**src/rtl/dmem_mmio_bridge_pkg.sv**
```systemverilog
// Shared definitions for the data-memory / MMIO bridge.
// Holds the MMIO window tag default, the register offset map inside the
// window, STATUS/CTRL bit positions and the read-path source selector.
package dmem_mmio_bridge_pkg;

  // Upper address nibble that selects the MMIO window.
  localparam logic [3:0] MMIO_TAG_DEFAULT = 4'hF;

  // Word offsets inside the window (cpu_addr[5:0]).
  localparam logic [5:0] OFF_OUT     = 6'h00;  // OUT[k] at OFF_OUT + k
  localparam logic [5:0] OFF_IN      = 6'h10;  // IN[k]  at OFF_IN  + k
  localparam logic [5:0] OFF_COUNT   = 6'h20;
  localparam logic [5:0] OFF_COMPARE = 6'h21;
  localparam logic [5:0] OFF_STATUS  = 6'h22;
  localparam logic [5:0] OFF_CTRL    = 6'h23;

  // STATUS / CTRL bit positions.
  localparam int STATUS_MATCH_BIT = 0;
  localparam int CTRL_EN_BIT      = 0;
  localparam int CTRL_IRQ_EN_BIT  = 1;

  // Which source drives cpu_rdata in the cycle after an access.
  typedef enum logic [1:0] {
    SEL_NONE = 2'd0,  // nothing issued since reset: return 0
    SEL_RAM  = 2'd1,
    SEL_MMIO = 2'd2
  } rdSelT;

endpackage

```
**src/rtl/dmem_mmio_bridge_sync.sv**
```systemverilog
// mmio_sync: multi-flop synchroniser for a vector of asynchronous inputs.
// Each bit is sampled independently; there is no cross-bit coherence, so
// software should only rely on values that are held stable.
// Ports:
//   clock  - system clock
//   reset  - asynchronous active-low reset, clears every stage
//   d      - asynchronous input vector
//   q      - synchronised output, STAGES edges behind d
module mmio_sync
  import dmem_mmio_bridge_pkg::*;
#(
  parameter int WIDTH  = 32,
  parameter int STAGES = 2
) (
  input  logic             clock,
  input  logic             reset,
  input  logic [WIDTH-1:0] d,
  output logic [WIDTH-1:0] q
);

  logic [STAGES-1:0][WIDTH-1:0] chain;

  // NOTE: sequential state uses non-blocking assignments so every stage
  // samples its predecessor's pre-edge value; blocking here would collapse
  // the chain into a single flop.
  always_ff @(posedge clock or negedge reset) begin
    if (!reset) begin
      chain <= '0;
    end else begin
      chain <= {chain[STAGES-2:0], d};
    end
  end

  assign q = chain[STAGES-1];

endmodule

```
**src/rtl/dmem_mmio_bridge.sv**
```systemverilog
// dmem_mmio_bridge: sits between the processor data port and the data RAM.
// Addresses whose top nibble equals MMIO_TAG hit a bank of I/O registers
// (OUT, synchronised IN, COUNT/COMPARE timer, STATUS, CTRL); everything else
// passes straight to the RAM. MMIO reads are registered so both targets
// return data one cycle after the address.
// Ports:
//   clock, reset          - system clock, asynchronous active-low reset
//   cpu_addr/wdata/wren   - processor data-memory request
//   cpu_rdata             - read data, valid the cycle after the address
//   ram_addr/wdata/wren   - RAM request (write suppressed for MMIO hits)
//   ram_rdata             - synchronous RAM read data (1-cycle latency)
//   gpio_out              - OUT registers, register k at [k*DATA_W +: DATA_W]
//   gpio_in               - asynchronous inputs, same flattening
//   test_out              - bit 0 of OUT[0]
//   timer_irq             - STATUS.match & CTRL.irq_en
module dmem_mmio_bridge
  import dmem_mmio_bridge_pkg::*;
#(
  parameter int         ADDR_W      = 12,
  parameter int         DATA_W      = 32,
  parameter int         N_OUT       = 4,
  parameter int         N_IN        = 4,
  parameter logic [3:0] MMIO_TAG    = MMIO_TAG_DEFAULT,
  parameter int         SYNC_STAGES = 2
) (
  input  logic                    clock,
  input  logic                    reset,
  input  logic [ADDR_W-1:0]       cpu_addr,
  input  logic [DATA_W-1:0]       cpu_wdata,
  input  logic                    cpu_wren,
  output logic [DATA_W-1:0]       cpu_rdata,
  output logic [ADDR_W-1:0]       ram_addr,
  output logic [DATA_W-1:0]       ram_wdata,
  output logic                    ram_wren,
  input  logic [DATA_W-1:0]       ram_rdata,
  output logic [N_OUT*DATA_W-1:0] gpio_out,
  input  logic [N_IN*DATA_W-1:0]  gpio_in,
  output logic                    test_out,
  output logic                    timer_irq
);

  // ---------------------------------------------------------------- decode
  logic       mmioHit;
  logic       mmioWr;
  logic [5:0] offset;
  logic       wrCount, wrCompare, wrStatus, wrCtrl;

  assign mmioHit   = (cpu_addr[ADDR_W-1 -: 4] == MMIO_TAG);
  assign mmioWr    = cpu_wren & mmioHit;
  assign offset    = cpu_addr[5:0];
  assign wrCount   = mmioWr && (offset == OFF_COUNT);
  assign wrCompare = mmioWr && (offset == OFF_COMPARE);
  assign wrStatus  = mmioWr && (offset == OFF_STATUS);
  assign wrCtrl    = mmioWr && (offset == OFF_CTRL);

  // Address bits between the offset and the tag alias the window.
  logic unusedAddrBits;
  assign unusedAddrBits = ^cpu_addr[ADDR_W-5:6];

  // ------------------------------------------------------------ RAM side
  assign ram_addr  = cpu_addr;
  assign ram_wdata = cpu_wdata;
  assign ram_wren  = cpu_wren & ~mmioHit;

  // ------------------------------------------------------- OUT registers
  logic [N_OUT-1:0][DATA_W-1:0] outReg;

  // NOTE: the OUT bank is software-visible architectural state, so unlike a
  // RAM array every word is a reset flop; this keeps gpio_out at 0 out of
  // reset instead of driving pins with garbage.
  always_ff @(posedge clock or negedge reset) begin
    if (!reset) begin
      outReg <= '0;
    end else begin
      for (int k = 0; k < N_OUT; k++) begin
        if (mmioWr && (offset == OFF_OUT + 6'(k))) outReg[k] <= cpu_wdata;
      end
    end
  end

  assign gpio_out = outReg;
  assign test_out = outReg[0][0];

  // -------------------------------------------------- input synchronisers
  logic [N_IN-1:0][DATA_W-1:0] inSync;

  for (genvar k = 0; k < N_IN; k++) begin : gInSync
    mmio_sync #(
      .WIDTH (DATA_W),
      .STAGES(SYNC_STAGES)
    ) uSync (
      .clock(clock),
      .reset(reset),
      .d    (gpio_in[k*DATA_W +: DATA_W]),
      .q    (inSync[k])
    );
  end

  // ----------------------------------------------------------------- timer
  logic [DATA_W-1:0] count;
  logic [DATA_W-1:0] compare;
  logic              match;
  logic              ctrlEn;
  logic              ctrlIrqEn;

  always_ff @(posedge clock or negedge reset) begin
    if (!reset) begin
      count     <= '0;
      compare   <= '0;
      match     <= 1'b0;
      ctrlEn    <= 1'b0;
      ctrlIrqEn <= 1'b0;
    end else begin
      // A software write to COUNT takes priority over the free-running
      // increment; the increment wraps silently.
      if (wrCount)     count <= cpu_wdata;
      else if (ctrlEn) count <= count + DATA_W'(1);

      if (wrCompare) compare <= cpu_wdata;

      // Set beats write-1-to-clear so a match landing on the clear is kept.
      if (ctrlEn && (count == compare))                    match <= 1'b1;
      else if (wrStatus && cpu_wdata[STATUS_MATCH_BIT])    match <= 1'b0;

      if (wrCtrl) begin
        ctrlEn    <= cpu_wdata[CTRL_EN_BIT];
        ctrlIrqEn <= cpu_wdata[CTRL_IRQ_EN_BIT];
      end
    end
  end

  assign timer_irq = match & ctrlIrqEn;

  // ------------------------------------------------------------ read path
  logic [DATA_W-1:0] rdVal;

  // NOTE: rdVal gets a default before any conditional assignment so every
  // unmapped offset reads 0 and the block stays purely combinational.
  always_comb begin
    rdVal = '0;
    for (int k = 0; k < N_OUT; k++) begin
      if (offset == OFF_OUT + 6'(k)) rdVal = outReg[k];
    end
    for (int k = 0; k < N_IN; k++) begin
      if (offset == OFF_IN + 6'(k)) rdVal = inSync[k];
    end
    case (offset)
      OFF_COUNT:   rdVal = count;
      OFF_COMPARE: rdVal = compare;
      OFF_STATUS:  rdVal[STATUS_MATCH_BIT] = match;
      OFF_CTRL: begin
        rdVal[CTRL_EN_BIT]     = ctrlEn;
        rdVal[CTRL_IRQ_EN_BIT] = ctrlIrqEn;
      end
      default: ;
    endcase
  end

  // Registering the pre-edge register value gives the RAM's 1-cycle latency
  // and makes a same-cycle read return the value before the write.
  rdSelT             rdSelQ;
  logic [DATA_W-1:0] mmioRdQ;

  always_ff @(posedge clock or negedge reset) begin
    if (!reset) begin
      rdSelQ  <= SEL_NONE;
      mmioRdQ <= '0;
    end else begin
      rdSelQ  <= mmioHit ? SEL_MMIO : SEL_RAM;
      mmioRdQ <= rdVal;
    end
  end

  // SEL_NONE only exists between reset and the first edge, so cpu_rdata is
  // 0 under reset regardless of what the RAM is driving.
  always_comb begin
    case (rdSelQ)
      SEL_MMIO: cpu_rdata = mmioRdQ;
      SEL_RAM:  cpu_rdata = ram_rdata;
      default:  cpu_rdata = '0;
    endcase
  end

endmodule

```
**config.mk**
```make
export PLATFORM = sky130hd
export DESIGN_NAME = dmem_mmio_bridge
export DESIGN_NICKNAME = d
export VERILOG_FILES = /design/src/rtl/dmem_mmio_bridge_pkg.sv /design/src/rtl/dmem_mmio_bridge_sync.sv /design/src/rtl/dmem_mmio_bridge.sv
export SDC_FILE = /design/constraint.sdc
export NUM_CORES = 1
export LEC_CHECK = 0
export BUFFER_PORTS_ARGS = -buffer_cell sky130_fd_sc_hd__buf_2
export CORE_AREA = 2 2 149 296
export CTS_CLUSTER_DIAMETER = 80
export DETAILED_ROUTE_END_ITERATION = 8
export DIE_AREA = 0 0 151 298
export GPL_TIMING_DRIVEN = 1
export PLACE_DENSITY = 0.65
export SETUP_SLACK_MARGIN = 0.3
export SYNTH_ARGS = -nofsm -noshare
export SYNTH_HDL_FRONTEND = slang
export SYNTH_SLANG_ARGS = --single-unit
```
**constraint.sdc**
```tcl
create_clock -name clock -period 3.8 [get_ports clock]
set_clock_uncertainty 0.15 [all_clocks]
set_input_delay 0.19 -clock clock [delete_from_list [all_inputs] [get_ports clock]]
set_output_delay 0.19 -clock clock [all_outputs]
set_load 0.02 [all_outputs]
```
* Word-level counts from Yosys, hierarchy flattened
Index checks and enable logic that the tools add are counted.
Operators by class: add/subtract/negate cells 1, multipliers 0, div/mod/pow operators 0, magnitude comparators 0, equal/unequal tests 15, shift-type cells 0, mux-type cells 17, bitwise gates (word level) 4, reductions and logical operators 13
Operators by type and width (number):
- two-way mux 32 bit | 10
- one-hot mux 32 bit (2 select lines) | 1
- one-hot mux 30 bit (2 select lines) | 1
- adder 32 x 1 -> 32 bit (second input constant) | 1
- == test 32 bit | 1
- == test 6 x 5 -> 1 bit (second input constant) | 4
- == test 6 bit (second input constant) | 4
- == test 6 x 2 -> 1 bit (second input constant) | 2
- logical AND 1 bit | 10
- == test 6 x 1 -> 1 bit (second input constant) | 1
- zero test 6 bit | 1
- == test 4 bit (second input constant) | 1
- one-hot mux 1 bit (4 select lines) | 1
- nonzero test 2 bit | 2
- bitwise AND 1 bit | 3
- one-hot mux 1 bit (3 select lines) | 1
- == test 2 x 1 -> 1 bit (second input constant) | 1
- == test 2 bit (second input constant) | 1
- two-way mux 1 bit | 2
- two-way mux 2 bit | 1
- NOT 1 bit | 1
Storage, ports and cells: register bits 485, bits in latches 0, memory bits (writable) 0, memory bits (read-only) 0, bits of input ports 207, output and inout bits 207, word-level logic and storage cells 69, memories kept 0

* Logic depth before layout (Yosys ltp)
Gate-level depths: netlist (run 1).
word-level depth 10, depth in mapped cells 8, depth with buffers taken out 6

* By module
Synthesis (run 1) repeated with hierarchy kept, for this count alone.
Unflattened totals: cell total of the unflattened synthesis 1448, area, all modules 19747.7 µm²
By module, submodules not included:
- dmem_mmio_bridge | instances 1, cells each 1064, area each 12380.6 µm², seq. area each 5730.5 µm²
- mmio_sync | instances 4, cells each 96, area each 1841.8 µm², seq. area each 1601.5 µm²

* Worst setup path after synthesis (run 1)
Ideal clock, no wire load.
path kind register -> register, start point register count[3], end point register count[20], library setup time 0.077 ns, arrival time 1.688 ns, required time 3.573 ns, setup slack 1.885 ns, cell stages (with the launch flop) 7, path buffers 1, period minus slack after synthesis 1.915 ns, cell sequence dfrtp_1 > clkbuf_1 > nand4_1 > nor4_2 > nand4_1 > xor2_1 > a21oi_1
Between the ends: cells in the longest elaborated chain, start to end 3
Ends and longest elaborated chain:
- from (decl) | RTL line dmem_mmio_bridge.sv:100 | logic [DATA_W-1:0] count;
- from (signal assigned) | RTL line dmem_mmio_bridge.sv:116 | if (wrCount) count <= cpu_wdata;
- from (signal assigned) | RTL line dmem_mmio_bridge.sv:117 | else if (ctrlEn) count <= count + DATA_W'(1);
- adder 32 x 1 -> 32 bit | RTL line dmem_mmio_bridge.sv:117
- two-way mux 32 bit | RTL line dmem_mmio_bridge.sv:117
- two-way mux 32 bit | RTL line dmem_mmio_bridge.sv:116
Every way passes these cells. The select of a mux whose other input is x is not followed. A chain may end at the register's enable or synchronous reset.

* Worst setup path after layout (run 1)
start point input port cpu_addr[8], end point register outReg, in the netlist gpio_out[7]
Between the ends: cells in the longest elaborated chain, start to end 3
Ends and longest elaborated chain:
- from (decl) | RTL line dmem_mmio_bridge.sv:28 | input logic [ADDR_W-1:0] cpu_addr,
- == test 4 bit | RTL line dmem_mmio_bridge.sv:48 | assign mmioHit = (cpu_addr[ADDR_W-1 -: 4] == MMIO_TAG);
- net mmioHit | RTL line dmem_mmio_bridge.sv:43 | logic mmioHit;
- bitwise AND 1 bit | RTL line dmem_mmio_bridge.sv:49 | assign mmioWr = cpu_wren & mmioHit;
- logical AND 1 bit | RTL line dmem_mmio_bridge.sv:76 | if (mmioWr && (offset == OFF_OUT + 6'(k))) outReg[k] <= cpu_wdata;
- to (signal, indexed assignment) | RTL line dmem_mmio_bridge.sv:76
- to (decl) | RTL line dmem_mmio_bridge.sv:66 | logic [N_OUT-1:0][DATA_W-1:0] outReg;
The timed path passes the listed nets, and every way through them passes these cells.

==> impl_summary.md, run 1 <==
Worst setup path
In this run the worst setup path terminates at gpio_out[7]$_DFFE_PN0P_. The setup check on the worst reg-to-reg path leaves a slack of 1.53 ns. The capturing element type of the critical path is a register. For the worst setup path, the data arrival time is 3.38 ns. The delay of the slowest cell on the worst path is 0.62 ns. The worst reg-to-reg path cell count is 5. The critical path goes through dlygate4sd3_1 > buf_2 > nand4_1 > dlygate4sd3_1 > inv_1 > and2_1 > nand3_2 > buf_4 > mux2_2. In this design, the largest share of critical-path delay is due to buffers and inverters. The number of buffers and inverters on the critical path is 5. In this run the worst path has a maximum fanout of 17.

In this run the critical register-to-register path is launched from count[3]$_DFFE_PN0P_. The most prevalent standard cell on the critical path is sky130_fd_sc_hd__dlygate4sd3_1. The worst setup path is of the input port to register kind.

The startpoint type of the worst setup path is an input port. At the worst endpoint, the required time is 4.08 ns. For this design, the slowest cell found on the critical path is sky130_fd_sc_hd__dlygate4sd3_1. The critical path starts at cpu_addr[8]. The total stage count of the critical path is 9. The endpoint identified for the worst register-to-register timing path is count[16]$_DFFE_PN0P_.

Pwr
The switching portion of total power is 0.257. IR analysis of the VDD net gives a maximum drop of 462 uV. The total power divided by cell area is 473 nW/um^2. The internal power of the cells totals 8.64 mW.

The static leakage power is 11.9 nW. The share of power burned in the clock network is 0.396. The share of total power dissipated in sequential elements is 0.490. For this design the total switching power over the nets is 2.99 mW. The share of total power dissipated in combinational logic is 0.114. Total power for the finished layout comes to 11.6 mW.

Die
From bottom edge to top edge, the die measures 298 um. The width of the die is 151 um. The die covers 45000 um^2. The number of primary I/O pins is 414. The core region is 42600 um^2.

The initial standard-cell utilization of the core is 0.447. The row count is 107.

Layout
The fraction of layout cells with a size suffix above 1 is 0.405. The total number of nets in the final design is 2116. For this run, the number of standard cells in the final layout without fillers is 2486. Measured on the finished design, the core utilization comes to 0.577. The layout has 3493 filler cells. With fillers left out, the area of the finished cells amounts to 24600 um^2. The relative area change from synthesis to final layout is 28.9%.

Drt
In the routed design, unresolved DRC markers number 0. Wire segments on met3 add up to 2510 um in the final route. The routed wire length per instance is 23.7 um. The via count is 13445. The number of routed nets with antenna violations is 0. The DRC marker count from the first detailed-route iteration is 706. The met2 layer wire length in the routed design is 32000 um. The met1 wire length is 21900 um. In the routed layout, each cell is associated on average with a via count of 5.41.

The first detailed-routing pass took 5 iterations. The final wirelength is 59000 um. The uppermost metal layer occupied by signal nets is met4.

Clock network
CTS built an H-tree with a depth of 2. The clock insertion delay at the later pin of the skew report is 0.57 ns. Buffers added to address setup during post-CTS repair amount to 0.

The TritonCTS clock tree is built. The post-CTS clock slew at the launch and capture registers of the worst setup and hold paths is 0.06 ns. Counting the buffers created by CTS gives 43. CTS saw 485 sinks. Counting along the longest clock path gives a buffer depth of 3. CTS placed an instance of sky130_fd_sc_hd__clkbuf_16 at the clock tree root.

Synthesis
In this run the cell area of the synthesized design comes to 19000 um^2. In this run the mean area of a mapped cell was 13.7 um^2. By area, the combinational part of the netlist is dominated by multiplexers. The simple logic cell fraction of the synthesized area is 0.0746. Of the total synthesized cell area, the portion taken by full adders, half adders and majority gates is 0.00197.

The area fraction in compound gates after synthesis came to 0.0968. The cell count after synthesis came out at 1387. The mux share of post-synthesis cell area is 0.120. Of the synthesized area, sequential elements account for 0.637. Of the post-synthesis cell area, the dominant cell type holds 0.637. Synthesis inferred 485 register bits.

Synthesis produced a netlist with a net count of 1597. The post-synthesis async set-or-reset flop share is 1.00. The area share of xor/xnor cells in the synthesized design is 0.0290.

By count the netlist is led by 485 x sky130_fd_sc_hd__dfrtp_1, 156 x sky130_fd_sc_hd__mux2_2, 84 x sky130_fd_sc_hd__a22oi_1, 71 x sky130_fd_sc_hd__nor2_1, 65 x sky130_fd_sc_hd__a21oi_1. The library cell with the largest summed area after synthesis is sky130_fd_sc_hd__dfrtp_1. By area the synthesized netlist is led by sky130_fd_sc_hd__dfrtp_1 64%, sky130_fd_sc_hd__mux2_2 9.2%, sky130_fd_sc_hd__a22oi_1 3.3%. The count of different cell masters after synthesis is 55.

The count of flip-flops with a built-in enable after synthesis is 0. For this run, the number of Yosys warnings is 0. The prevailing post-synth register cell is sky130_fd_sc_hd__dfrtp_1. The cell with the most instances after synthesis is sky130_fd_sc_hd__dfrtp_1.

Timing
After routing, the total negative slack on setup checks comes to 0 ns. The max-slew violation count is 0. The tightest slew margin relative to the limit is 0.253. The number of setup violations in the final report is 0.

The number of hold violations in the final report is 0. Counting I/O delays and the setup requirement, the final critical path takes 3.09 ns. Setup repair after global routing left no endpoint under its margin.

Across all setup checks in the final design, the least slack found is 0.709 ns. The worst-case hold slack is 0.0200 ns. The final period utilization is 0.813.

The measured slew at the worst slew-check pin is 1.12 ns. Based on the critical path, the design can be clocked at up to 324 MHz.

Placed design
The pre-CTS setup slack is 1.16 ns. The congestion estimate from routability-driven global placement came to 0.911. Once placement completed, the tool counted placed cells totaling 2243.

The count of buffers from port buffering is 409. The sum of net half-perimeters after detailed placement is 40400 um. In this run the cell area measured after placement is 21400 um^2.

Global routing
The all-layer global routing usage is 0.264. The total overflow reported by the global router is 0. The via count of the first global-routing pass is 14317. The maximum number of pins on one net before global-route repair is 115. The global-route wire length before repair is 87500 um.

The number of antenna violations at the first check in global routing is 1.

Hold path
In this run the worst hold path is classified as input port to async pin.

Status
The run finished with clean final reports.

Run
The number of max-capacitance violations reported is 0.
-- power groups by stage --
stage	sequential, mW	clock (mW)	combinational (mW)
floorplan	5.70	0	0.728
detailed placement	5.80	0	1.19
global route	5.74	4.88	1.45
CTS	5.70	4.69	1.33
finish	5.70	4.60	1.33
global placement	5.79	0	1.18
-- routing by layer --
metal | track usage | up-vias
met5 | 0 | -
met4 | 0.110 | 0
met3 | 0.0303 | 122
met2 | 0.484 | 478
met1 | 0.306 | 6889
li1 | - | 5956
-- registers in the layout, summed over array words and instances (netlist names) --
name and count:
count 32, rdSelQ 2, gInSync.uSync.q 128, ctrlIrqEn 1
ctrlEn 1, gpio_out 128, gInSync.uSync.chain 128, match 1
compare 32, mmioRdQ 32
-- timing repair --
action                                 in CTS  in global routing
endpoints found under the hold margin     591                  0
setup endpoints to repair                   0                  0
gates resized for setup                     0                  0
hold buffers                              163                  0
-- layout make-up --
class	count	area (um^2)	share of cell area
flip-flops and latches	485	12100	0.494
clock buffers	63	1290	0.0526
well taps	545	682	0.0278
repair buffers	604	3990	0.163
inverters	9	33.8	0.00138
clock inverters	16	208	0.00846
diodes	1	2.50	0.000102
multi-input cells	763	6210	0.253
-- cells by family (layout without fill, tap and decap cells) --
kind of cell	after synthesis	count (layout)
DFF	485	485
adders and majority gates	3	3
buffers and inverters	139	692
xor gates and xnor gates	63	63
AOI/OAI and AO/OA	236	236
other	0	1
muxes	202	202
and+or+nand+nor	259	259
-- worst min path at each step --
stage                                      end   from  cells after the start  slack [ns]
6_report              gpio_out[97]$_DFFE_PN0P_  reset                      2        0.02
4_1_cts        gInSync[0].uSync.q[1]$_DFF_PN0_  reset                      2        0.02
2_1_floorplan           compare[0]$_DFFE_PN0P_  reset                      0       -0.26
5_1_grt        gInSync[0].uSync.q[1]$_DFF_PN0_  reset                      2        0.05
3_3_place_gp   gInSync[0].uSync.q[1]$_DFF_PN0_  reset                      1        0.02
3_5_place_dp   gInSync[0].uSync.q[1]$_DFF_PN0_  reset                      1        0.02
-- layout by cell type (no fill, tap or decap), types with 6 or more instances in the layout --
cell type	count
sky130_fd_sc_hd__o21ai_0	14
sky130_fd_sc_hd__a221o_2	25
sky130_fd_sc_hd__xor2_1	41
sky130_fd_sc_hd__buf_2	407
sky130_fd_sc_hd__mux2i_1	33
sky130_fd_sc_hd__dlygate4sd3_1	163
sky130_fd_sc_hd__nand4_1	23
sky130_fd_sc_hd__dfrtp_1	485
sky130_fd_sc_hd__or2_2	25
sky130_fd_sc_hd__a22oi_1	84
sky130_fd_sc_hd__clkinv_2	7
sky130_fd_sc_hd__nor2_1	71
sky130_fd_sc_hd__mux2_2	156
sky130_fd_sc_hd__inv_1	9
sky130_fd_sc_hd__clkbuf_8	12
sky130_fd_sc_hd__nor4_1	6
sky130_fd_sc_hd__a21oi_1	65
sky130_fd_sc_hd__and2_1	6
sky130_fd_sc_hd__clkbuf_1	7
sky130_fd_sc_hd__nand2_1	47
sky130_fd_sc_hd__xnor2_1	22
sky130_fd_sc_hd__o221ai_1	6
sky130_fd_sc_hd__clkbuf_16	44
sky130_fd_sc_hd__buf_4	28
sky130_fd_sc_hd__and3_1	7
sky130_fd_sc_hd__nand3_1	18
sky130_fd_sc_hd__mux2_1	9
sky130_fd_sc_hd__o221ai_2	20
sky130_fd_sc_hd__nand3_2	23
(Power assumes the default switching activity.)
==> inputs of run 2 (changes only) <==
Clock period 3.8 ns to 2.89 ns, I/O delays scaled along.
==> run 2 against run 1 <==
Compared with the run above:
- combinational power increased by 38%
- critical path type is now register to primary output
- largest cell class unchanged
- register-to-register slack worse by 0.79 ns
- clock power rose by 28%
==> impl_summary.md, run 2 (synthesis results as in run 1) <==
Die
The initial standard-cell utilization of the core came to 0.447 (unchanged). The die span in y was 298 um (unchanged). The width of the die came to 151 um (unchanged). The row count is 107 (unchanged). The standard cell core area is 42600 um^2 (unchanged). The die footprint is 45000 um^2 (unchanged).

The number of primary I/O pins is 414 (unchanged).

Placed design
The sum of net half-perimeters after detailed placement is 41400 um (+2.5%). The count of buffers from port buffering is 409 (unchanged). The placer congestion estimate was 0.908 (-0.34%).

Timing
In the finished design, the share of the clock period the worst path needs comes to 0.820. The tightest slew margin relative to the limit came to 0.455 (+0.201). The setup TNS after final layout is 0 ns (unchanged). The number of setup violations in the final report is 0 (unchanged).

The measured slew at the worst slew-check pin is 0.815 ns (-0.302 ns). Setup repair after global routing left no endpoint under its margin. The number of hold violations in the final report is 0 (unchanged). Counting I/O delays and the setup requirement, the final critical path takes 2.37 ns. The max-slew violation count is 0 (unchanged). The timing-limited maximum frequency is 422 MHz.

Worst setup path
The critical path is of the register to primary output type. The setup slack of the worst register-to-register path is 0.74 ns (-0.79 ns). The worst path required time was 2.60 ns (-1.48 ns). The top fanout value on the critical path is 32 (+15). STA classifies the critical path startpoint as a register. The capturing element type of the critical path is a primary output. The arrival time of data at the critical path endpoint is 2.07 ns (-1.31 ns).

Drt
The final wirelength was 59300 um (+0.53%). The routed wire length per instance is 23.6 um (-0.40%). The number of remaining DRC errors came to 0 (unchanged). The DRC marker count from the first detailed-route iteration came to 572 (-19%). The detailed-router iteration count before antenna repair is 5 (unchanged). The via count is 13481 (+0.27%). The number of vias per cell came to 5.37 (-0.65%).

The number of routed nets with antenna violations is 0 (unchanged).

Global routing
The all-layer global routing usage was 0.265 (+0.00174). The global-route wire length before repair is 88200 um (+0.72%). The maximum number of pins on one net before global-route repair came to 115 (unchanged). The total overflow reported by the global router is 0 (unchanged). The number of antenna violations at the first check in global routing was 2 (+1).

The via count of the first global-routing pass came to 14597 (+2.0%).

Clock network
TritonCTS built the clock tree. The clock sink count is 485 (unchanged). The clock insertion delay at the later pin of the skew report was 0.57 ns (about the same). The number of buffers inserted during clock tree synthesis is 43 (unchanged). The cell at the root of the clock tree is sky130_fd_sc_hd__clkbuf_16. The setup fix buffers added after clock tree synthesis is 0 (unchanged). The number of buffers on the longest clock path is 3 (unchanged). The count of H-tree levels built during CTS is 2 (unchanged). The post-CTS clock slew at the launch and capture registers of the worst setup and hold paths is 0.06 ns (about the same).

Pwr
The peak supply drop came to 522 uV (+13%). The static leakage power came to 12.0 nW (+0.78%). The total design power is 15.2 mW (+30%). The total power divided by cell area is 613 nW/um^2 (+29%).

Layout
The fraction of layout cells with a size suffix above 1 is 0.407 (+0.00137). The relative area change from synthesis to final layout is 30.0%. In the layout the commonest cells are 485 x sky130_fd_sc_hd__dfrtp_1, 407 x sky130_fd_sc_hd__buf_2, 167 x sky130_fd_sc_hd__dlygate4sd3_1. The leading cell type in the layout, fill and taps excluded is sky130_fd_sc_hd__dfrtp_1.

The total number of nets in the final design is 2142 (+1.2%).

Run
The number of max-capacitance violations reported is 0 (unchanged).

Status
The flow ran to the end, and the final reports show no timing, DRC or antenna violations.

Hold path
The tightest min-delay check is of the input port to register type.
-- run 2: area by class of cell --
cell class	instances	area, um^2
Tap cell	545	682
Timing Repair Buffer	630	4270
Clock buffer	62	1200
Inverter	9	33.8
Multi-Input combinational cell	763	6230
Clock inverter	14	215
Antenna cell	1	2.50
Sequential cell	485	12100
Fill cell	3458	17800
-- run 2: path summary, 6_finish.rpt --
| path | startpoint | endpoint | cells past startpoint |
|---|---|---|---|
| setup / recovery | rdSelQ[0]$_DFF_PN0_ | cpu_rdata[22] | 5 |
| hold / removal | cpu_addr[2] | mmioRdQ[14]$_DFF_PN0_ | 3 |
| setup reg to reg | count[14]$_DFFE_PN0P_ | count[26]$_DFFE_PN0P_ | 5 |
| hold reg to reg | gInSync[1].uSync.chain[13]$_DFF_PN0_ | gInSync[1].uSync.q[13]$_DFF_PN0_ | 0 |
| max in group asynchronous | reset | gpio_out[39]$_DFFE_PN0P_ | 4 |
| min in group asynchronous | reset | count[14]$_DFFE_PN0P_ | 3 |
-- run 2: metal layers --
| metal | up-vias | track usage | share of wire |
|---|---|---|---|
| li1 | 6010 | - | - |
| met1 | 6851 | 0.304 | 0.36 |
| met2 | 489 | 0.489 | 0.55 |
| met3 | 129 | 0.0349 | 0.049 |
| met4 | 2 | 0.111 | 0.043 |
| met5 | - | 0 | 0.00022 |
-- run 2: worst max-delay path: stages, from the launching register on --
cell	delay, ns
sky130_fd_sc_hd__dfrtp_1	0.41
sky130_fd_sc_hd__inv_1	0.12
sky130_fd_sc_hd__ha_4	0.46
sky130_fd_sc_hd__a22oi_1	0.16
sky130_fd_sc_hd__nor2_1	0.16
sky130_fd_sc_hd__buf_2	0.19
-- run 2: report_power, final --
group	total [mW]	switching, mW	internal, mW
sequential	7.46	0.313	7.15
combinational	1.84	1.07	0.765
clock	5.87	2.53	3.34
-- run 2: timing repair --
item                                    CTS  global route
hold buffers                            168             0
endpoints found under the setup margin    0            32
gates resized for setup                   0             2
hold endpoints to repair                810             0
-- run 2: through the flow --
| step | utilization | hold WS (ns) | setup slack (ns) | instances | cell area (um^2) |
|---|---|---|---|---|---|
| 3_3_place_gp | 0.508 | -0.0457 | 0.591 | 2264 | 21600 |
| 5_1_grt | 0.582 | 0.0617 | 0.433 | 2509 | 24800 |
| 6_report | 0.582 | 0.00836 | 0.521 | 2509 | 24800 |
| 3_5_place_dp | 0.508 | -0.0405 | 0.540 | 2264 | 21600 |
| 4_1_cts | 0.581 | 0.00219 | 0.317 | 2508 | 24700 |
| 2_1_floorplan | - | -0.301 | 0.975 | 1387 | 19000 |
==> inputs of run 3 (changes only) <==
Settings changed: PLACE_DENSITY 0.65 to 0.68.
Clock period 2.89 ns to 1.9 ns, I/O delays scaled along.
==> run 3 against run 2 <==
Compared with the run above:
- the flow now finishes with violations (setup timing)
- first-iteration DRC count increased by 19%
- combinational power increased by 130%
- design area increased by 9.4%
- final cell count increased by 6.2%
- non-clock buffer count increased by 156
- worst hold slack improved by 0.0034 ns
- flip-flop and latch count unchanged
- worst setup slack got worse by 0.80 ns
- register-to-register slack got worse by 0.70 ns
- clock power increased by 60%
- critical path type unchanged
- largest cell class unchanged
- highest routed layer is now met4
==> impl_summary.md, run 3 (synthesis results as in run 1) <==
Pwr
The share of power burned in the clock network is 0.377 (-0.010). The total power divided by cell area is 919 nW/um^2 (+50%). The sequential cell fraction of total power is 0.450 (-0.042).

The switching portion of total power is 0.267 (+0.00895). The switching power is 6.65 mW (+70%). The static leakage power came to 13.2 nW (+9.7%). The peak supply drop is 853 uV (+63%).

The combinational power share came to 0.173 (+0.052). The cell-internal power is 18.2 mW (+62%).

Drt
The number of vias per cell came to 5.36 (-0.24%). The detailed-router iteration count before antenna repair is 5 (unchanged). The number of remaining DRC errors is 0 (unchanged).

The final wirelength was 63600 um (+7.2%). The routed wire length per instance came to 23.9 um (+0.90%). The number of routed nets with antenna violations is 0 (unchanged).

The via count is 14285 (+6.0%). The DRC marker count from the first detailed-route iteration is 679 (+19%).

Layout
Leaving out fill and tap cells, the most frequent cells in the layout are 484 x sky130_fd_sc_hd__dfrtp_1, 378 x sky130_fd_sc_hd__buf_2, 198 x sky130_fd_sc_hd__dlygate4sd3_1. The relative area change from synthesis to final layout is 42.3%. The total number of nets in the final design is 2298 (+7.3%). The final design area excluding fillers is 27100 um^2 (+9.4%). The number of inserted diodes came to 0 (-1). The leading cell type in the layout, fill and taps excluded is sky130_fd_sc_hd__dfrtp_1. The fraction of layout cells with a size suffix above 1 was 0.476 (+0.0699). The final cell utilization of the core came to 0.637 (+0.0549).

Placed design
The pre-CTS setup slack is -0.0527 ns (-0.593 ns). The placer congestion estimate is 0.885 (-2.5%). The count of buffers from port buffering is 409 (unchanged).

The sum of net half-perimeters after detailed placement was 44300 um (+7.0%). The instance area after placement is 22700 um^2 (+5.0%).

Hold path
The hold path depth is 2 (-1). The classification of the worst-slack hold path is input port to register.

Worst setup path
The top fanout value on the critical path came to 15 (-53%). The library cell contributing the largest single delay on the critical path is sky130_fd_sc_hd__dfrtp_1. The worst reg-to-reg path cell count was 8 (+3).

The largest delay contributor family on the critical path is buffers and inverters. The arrival time of data at the critical path endpoint is 1.93 ns (-0.14 ns). The total stage count of the critical path is 6 (+1). The worst setup path is of the register to primary output kind. The number of buffer and inverter instances along the worst setup path is 3 (+1). The delay of the slowest cell on the worst path is 0.42 ns (-0.04 ns). The critical path goes through inv_2 > ha_4 > buf_12 > a22oi_1 > nor2_1 > buf_4. STA classifies the critical path endpoint as a primary output. The worst path required time is 1.65 ns (-0.95 ns).

STA classifies the critical path startpoint as a register.

Timing
The number of setup violations in the final report is 32 (+32). The final critical-path setup slack is -0.280 ns (-0.801 ns). In the finished design, the share of the clock period the worst path needs comes to 1.15.

The timing-limited maximum frequency is 459 MHz. The time the worst path needs with I/O delays and setup is 2.18 ns. The setup TNS after final layout is -6.05 ns (-6.05 ns). The tightest slew margin relative to the limit is 0.668 (+0.214). The measured slew at the worst slew-check pin is 0.497 ns (-0.318 ns). The max-slew violation count was 0 (unchanged). Setup repair after global routing could not meet its margin everywhere.

The number of hold violations in the final report was 0 (unchanged). The worst-case hold slack is 0.0118 ns (+0.00344 ns).

Status
The flow ran to the end, but the final reports show violations. The final reports fail on setup timing.

Global routing
The total overflow reported by the global router came to 0 (unchanged). The maximum number of pins on one net before global-route repair is 67 (-42%). The global routing usage on met3 is 0.0340 (-0.000919). The met2 layer usage reported by global route is 0.533 (+0.0447).

The global-route wire length before repair was 94200 um (+6.9%). The via count of the first global-routing pass was 15562 (+6.6%). The met1 usage came to 0.309 (+0.00563).

The number of antenna violations at the first check in global routing is 1 (-1). The all-layer global routing usage is 0.284 (+0.0181). The layer flagged by global routing as most heavily used is met2.

Die
The standard cell core area is 42600 um^2 (unchanged). The initial standard-cell utilization of the core is 0.447 (unchanged). The width of the die is 151 um (unchanged). The row count is 107 (unchanged). The number of primary I/O pins came to 414 (unchanged).

The die span in y was 298 um (unchanged). The die footprint is 45000 um^2 (unchanged).

Run
The number of max-capacitance violations reported came to 0 (unchanged).

Clock network
The cell at the root of the clock tree is sky130_fd_sc_hd__clkbuf_16. The number of buffers on the longest clock path was 3 (unchanged). The clock insertion delay at the later pin of the skew report is 0.57 ns (about the same). The TritonCTS clock tree is built. The count of H-tree levels built during CTS was 2 (unchanged). The number of buffers inserted during clock tree synthesis is 43 (unchanged).

The post-CTS clock slew at the launch and capture registers of the worst setup and hold paths is 0.06 ns (about the same). The clock sink count is 485 (unchanged).
run 3: cell types whose count changed in the layout (fill, tap and decap cells not counted), sizes merged:
cell | before | now
diode | 1 | 0
dlymetal6s4s | 0 | 1
dlygate4sd3 | 167 | 198
clkinv | 4 | 10
buf | 463 | 587
clkinvlp | 2 | 5
clkbuf | 62 | 54
inv | 12 | 11
bufinv | 5 | 6
run 3: final timing paths:
path	start	end	slack (ns)
min in group asynchronous	reset	gInSync[3].uSync.chain[27]$_DFF_PN0_	0.41
min reg2reg	gInSync[3].uSync.chain[12]$_DFF_PN0_	gInSync[3].uSync.q[12]$_DFF_PN0_	0.19
min	gpio_in[100]	gInSync[3].uSync.chain[4]$_DFF_PN0_	0.01
max in group asynchronous	reset	mmioRdQ[3]$_DFF_PN0_	0.40
max reg2reg	count[1]$_DFFE_PN0P_	count[12]$_DFFE_PN0P_	0.04
max	rdSelQ[0]$_DFF_PN0_	cpu_rdata[24]	-0.28
run 3: final cells by class:
| type | instances | area [um^2] |
|---|---|---|
| Clock buffer | 54 | 1210 |
| Clock inverter | 23 | 310 |
| Fill cell | 3159 | 15500 |
| Inverter | 9 | 33.8 |
| Multi-Input combinational cell | 763 | 6710 |
| Sequential cell | 485 | 12100 |
| Tap cell | 545 | 682 |
| Timing Repair Buffer | 786 | 6020 |
run 3: power groups by stage:
| stage | clock [mW] | sequential (mW) | combinational [mW] |
|---|---|---|---|
| after global routing | 9.93 | 11.3 | 4.60 |
| after global placement | 0 | 11.4 | 3.30 |
| after floorplan | 0 | 11.4 | 1.56 |
| after detailed placement | 0 | 11.4 | 3.32 |
| final | 9.38 | 11.2 | 4.32 |
| after CTS | 9.52 | 11.2 | 4.06 |
run 3: timing repair:
action                                  4_1_cts  5_1_grt
hold buffers                                198        1
resized for setup                           111       35
setup buffers                                22       15
pin swaps                                    70       42
endpoints found under the setup margin       63      104
endpoints found under the hold margin       811        1
run 3: metrics by stage:
stage	power, mW	instances
floorplan	13.0	1387
global placement	14.7	2352
detailed placement	14.7	2352
global route	25.8	2665
finish	24.9	2665
CTS	24.8	2649
run 3: layer usage:
layer	wire (um)	up-vias
met4	3230	0
li1	-	6327
met3	2940	156
met5	0	-
met1	22000	7264
met2	35400	538
